[src/rtl/binary_pkg.sv]
// binary_pkg: shared types and constants for the binary arithmetic primitives
package binary_pkg;
   localparam int DEF_WIDTH = 32;
   typedef enum logic [1:0] {IDLE, BUSY, DONE} div_state_t;
endpackage

[src/rtl/div_step.sv]
// div_step: one combinational restoring-division step
module div_step #(
   parameter int WIDTH = 32
) (
   input  logic [WIDTH:0]   pr,
   input  logic [WIDTH-1:0] qr,
   input  logic [WIDTH-1:0] dv,
   output logic [WIDTH:0]   pr_next,
   output logic [WIDTH-1:0] qr_next
);
   logic [WIDTH:0]   shifted;
   logic [WIDTH:0]   trial;
   logic [WIDTH-1:0] one;
   logic             neg;
   // shift in the next dividend bit and try to subtract the divisor
   always_comb begin
      one     = WIDTH'(1);
      shifted = {pr[WIDTH-1:0], qr[WIDTH-1]};
      trial   = shifted - {1'b0, dv};
      neg     = trial[WIDTH] & ~pr[WIDTH];
      pr_next = neg ? shifted : trial;
      qr_next = (qr << 1) | (neg ? '0 : one);
   end
endmodule

[src/rtl/seq_div.sv]
// seq_div: iterative unsigned divider, one quotient bit per cycle
module seq_div
   import binary_pkg::*;
#(
   parameter int WIDTH = DEF_WIDTH
) (
   input  logic             clk,
   input  logic             reset_n,
   input  logic             _go,
   input  logic [WIDTH-1:0] left,
   input  logic [WIDTH-1:0] right,
   output logic [WIDTH-1:0] out,
   output logic [WIDTH-1:0] rem,
   output logic             done
);
   localparam int CW = $clog2(WIDTH) + 1;
   div_state_t       state, nxt;
   logic [CW-1:0]    cnt;
   logic [WIDTH:0]   pr, step_pr;
   logic [WIDTH-1:0] qr, dv, step_qr;
   logic             accept, last;
   div_step #(.WIDTH(WIDTH)) u_step (
      .pr      (pr),
      .qr      (qr),
      .dv      (dv),
      .pr_next (step_pr),
      .qr_next (step_qr)
   );
   // state register
   always_ff @(posedge clk or negedge reset_n) begin
      if (!reset_n) state <= IDLE;
      else          state <= nxt;
   end
   // next-state: a request is honoured whenever no division is in flight
   always_comb begin
      accept = 1'b0;
      last   = 1'b0;
      nxt    = state;
      accept = (state != BUSY) && _go;
      last   = (state == BUSY) && (cnt == CW'(WIDTH - 1));
      nxt    = accept ? BUSY : (state == BUSY) ? (last ? DONE : BUSY) : IDLE;
   end
   assign done = (state == DONE);
   // datapath: working registers iterate, results publish only on the last step
   always_ff @(posedge clk or negedge reset_n) begin
      if (!reset_n) begin
         cnt <= '0;
         pr  <= '0;
         qr  <= '0;
         dv  <= '0;
         out <= '0;
         rem <= '0;
      end else if (accept) begin
         cnt <= '0;
         pr  <= '0;
         qr  <= left;
         dv  <= right;
      end else if (state == BUSY) begin
         cnt <= cnt + CW'(1);
         pr  <= step_pr;
         qr  <= step_qr;
         if (last) begin
            out <= step_qr;
            rem <= step_pr[WIDTH-1:0];
         end
      end
   end
endmodule
[config.mk]
export PLATFORM = sky130hd
export DESIGN_NAME = seq_div
export DESIGN_NICKNAME = d
export VERILOG_FILES = /design/src/rtl/binary_pkg.sv /design/src/rtl/div_step.sv /design/src/rtl/seq_div.sv
export SDC_FILE = /design/constraint.sdc
export NUM_CORES = 1
export LEC_CHECK = 0
export BUFFER_PORTS_ARGS = -buffer_cell sky130_fd_sc_hd__clkbuf_2
export CORE_UTILIZATION = 45
export DETAILED_ROUTE_END_ITERATION = 6
export GPL_TIMING_DRIVEN = 0
export PLACE_DENSITY_LB_ADDON = 0.12
export SLEW_MARGIN = 20
export SYNTH_ARGS = -nofsm -noshare
export SYNTH_HDL_FRONTEND = slang
export SYNTH_HIERARCHICAL = 1
export SYNTH_SLANG_ARGS = --single-unit
[constraint.sdc]
create_clock -name clk -period 6.9 [get_ports clk]
set_input_delay 2.07 -clock clk [delete_from_list [all_inputs] [get_ports clk]]
set_output_delay 2.07 -clock clk [all_outputs]
set_load 0.02 [all_outputs]
==> flow_summary.toml <==
[synthesis]
synth-seq-area-share_pct = 45.82
async_flop_share_pct = 100.0
syn_nets = 1009
synth_warnings = 6
synth_cell_type_count = 57
syn_inst = 908
netlist_area_um2 = 9229
synth-main-ff-cell = "dfrtp_1"
syn_area_per_cell_um2 = 10.16
synth_seq_cells = 169
synth_edf_count = 0

[setup_path]
path_max_fanout = 10
endpoint_kind = "flip-flop"
critPathBufInv = 4
rr_worst_depth = 15
cpMostUsedCell = "inv_1"
max_stage_delay_ns = 0.44
path_class = "reg -> reg"
reg2reg_slack_ns = 2.92
rr_endpoint = "rem[16]$_DFFE_PN0P_"
path_cells = "inv_1, ha_1, inv_1, fa_1, a211o_1, a211oi_2, nor3_2, a2111oi_1, nor3_1, a311o_1, buf_6, clkbuf_1, nand2_1, o21ai_0, mux2_1"
worst_ep_required_time_ns = 7.21
arrival_ns = 4.29
crit_family = "compound AO/OA/AOI/OAI gates"
critPathSlowestCell = "a2111oi_1"
startpoint_type = "flip-flop"
r2r_start = "qr[31]$_DFFE_PN0P_"

[detailed_routing]
wl_per_cell_um = 15.76
first_pass_iters = 7
vias = 7034
ant_nets = 0
route.detailed.drc = 0
viasPerCell = 5.241
finalWirelength_um = 21150
drt_iter0_drc = 335

[grt]
grt_pass1_vias = 7210
grt_first_pass_wirelength_um = 35980
grt_start_max_net_pins = 67
grtUsageTotal_pct = 21.25
overflow = 0
antenna_found_initial = 0

[cts]
post-cts-setup-buffers = 0
numCtsBuffers = 17
clkTransAtPathRegs_ns = 0.07
cts_tree = "yes"
cts.sinks = 169
cts_resized = 0
clockBufferDepth = 2
cts_root_buf = "clkbuf_16"
worstSkewPairLatency_ns = 0.44
hold_buffers = 0
htree_levels = 4

[sta]
tightestPinTransition_ns = 0.5669
min_period_ns = 3.978
timing.fmax_mhz = 251.4
hold_viol = 0
fin_setup_tns_ns = 0
setup_viol = 0
rsz0062_at_grt = "no"
min_period_over_period_pct = 57.66
drv_slew = 0
clock-skew-final_ns = 0.01375
slew_headroom_pct = 61.23

[die]
initial_core_util_pct = 45.76
coreArea_um2 = 20170
rows = 52
io_pins = 132
die-height_um = 145.2
die-area_um2 = 21090
die_x_um = 145.2

[cells_and_area]
final_nets = 1160
drive_above_1_share_pct = 26.96
num_antenna_cells = 0
area_delta_synth_final_pct = 17.81

[hold_path]
whs_endpoint = "cnt[4]$_DFFE_PN0P_"
min_path_cells = 1
min_from = "cnt[4]$_DFFE_PN0P_"
hp-class = "reg -> reg"

[placed_design]
gp_congestion = 0.8838
io_buffers = 130
hpwl_um = 15470

[outcome]
status = "finished clean"

[flow_run]
drv_cap = 0
[metal layers]
metal	share of wire, %	global-route usage (%)	up-vias
met5	0	0	-
met4	1.1	5.105	0
met3	4.8	5.660	15
met2	47	34.23	152
met1	48	28.47	3442
li1	-	-	3425
[state kept, by name (all words and copies together), names as in the netlist]
signal,count
pr,33
qr,32
dv,32
state,2
cnt,6
rem,32
out,32
[stage by stage]
step	util [%]	cell area [µm²]	setup slack [ns]	hold slack [ns]	std cells
detailed placement	50.97	10280	2.938	0.4695	1310
finish	53.91	10870	2.922	0.4745	1342
CTS	53.91	10870	2.896	0.4786	1342
global route	53.91	10870	2.569	0.5057	1342
floorplan	-	9229	3.398	0.4391	908
global placement	50.66	10220	0.4205	0.4572	1308
[kinds of logic after synthesis]
family	count (synthesis)	share of synthesized area, %
adder cells (fa/ha/maj)	34	4.691
multiplexers	135	16.02
buffers and inverters	123	7.077
AND/OR/NAND/NOR	205	10.01
AO/OA/AOI/OAI	214	13.72
flip-flops	169	45.82
XOR/XNOR	28	2.657
[cell usage after synthesis (3+ instances only)]
| library cell | n | area [µm²] |
|---|---|---|
| ha_1 | 33 | 412.9 |
| and3_1 | 4 | 25.02 |
| xnor2_1 | 14 | 122.6 |
| buf_2 | 21 | 105.1 |
| a21oi_1 | 32 | 160.2 |
| mux2_1 | 40 | 450.4 |
| nor2b_1 | 5 | 31.28 |
| mux2_2 | 58 | 653.1 |
| mux2i_1 | 36 | 360.4 |
| buf_4 | 32 | 240.2 |
| nand2b_1 | 5 | 31.28 |
| inv_1 | 42 | 157.7 |
| a21boi_0 | 3 | 22.52 |
| clkbuf_1 | 22 | 82.58 |
| o31ai_1 | 3 | 22.52 |
| o21ai_0 | 115 | 575.6 |
| nand3_1 | 7 | 35.03 |
| xor2_1 | 14 | 122.6 |
| dfrtp_1 | 169 | 4229 |
| nand2_1 | 147 | 551.8 |
| and2_1 | 3 | 18.77 |
| a31oi_1 | 7 | 43.79 |
| nor3_1 | 8 | 40.04 |
| a2111oi_0 | 3 | 26.28 |
| a211oi_1 | 5 | 37.54 |
| nor2_1 | 9 | 33.78 |
| a21o_1 | 22 | 165.2 |
| nand4_1 | 5 | 31.28 |
| buf_6 | 6 | 67.56 |
| o21a_1 | 4 | 30.03 |
[how the worst max path moves through the flow]
stage,cells after the start,end,slack (ns),start
global placement,1,out[8]$_DFFE_PN0P_,0.42,reset_n
floorplan,14,rem[17]$_DFFE_PN0P_,3.40,qr[31]$_DFFE_PN0P_
finish,15,rem[16]$_DFFE_PN0P_,2.92,qr[31]$_DFFE_PN0P_
detailed placement,14,rem[16]$_DFFE_PN0P_,2.94,qr[31]$_DFFE_PN0P_
global route,15,rem[13]$_DFFE_PN0P_,2.57,qr[31]$_DFFE_PN0P_
CTS,14,rem[13]$_DFFE_PN0P_,2.90,qr[31]$_DFFE_PN0P_
[area by class of cell]
class                           instances  area [µm²]
Buffer                                 81       495.5
Timing Repair Buffer                  132       714.4
Inverter                               42       157.7
Clock inverter                         14       152.6
Sequential cell                       169        4229
Clock buffer                           18       439.2
Fill cell                            1869        9296
Multi-Input combinational cell        616        4347
Tap cell                              270       337.8
[placed cells by master, fill, tap and decap left out, types with 4 or more instances in the layout]
master     count
xor2_1        14
nand2b_1       5
ha_1          33
buf_6          6
a211oi_1       5
nor3_1         8
clkbuf_2     129
and3_1         4
o21a_1         4
o21ai_0      115
mux2_1        40
a21o_1        22
nor2_1         9
dfrtp_1      169
mux2i_1       36
a21oi_1       32
xnor2_1       14
buf_2         21
nand4_1        5
nand3_1        7
buf_4         32
inv_1         42
clkbuf_16     17
inv_8          7
mux2_2        58
nand2_1      147
clkbuf_1      22
nor2b_1        5
a31oi_1        7
Power is left out: the tool's default activity adds up to more than one toggle a clock period on the data nets, which glitch-free logic cannot reach.
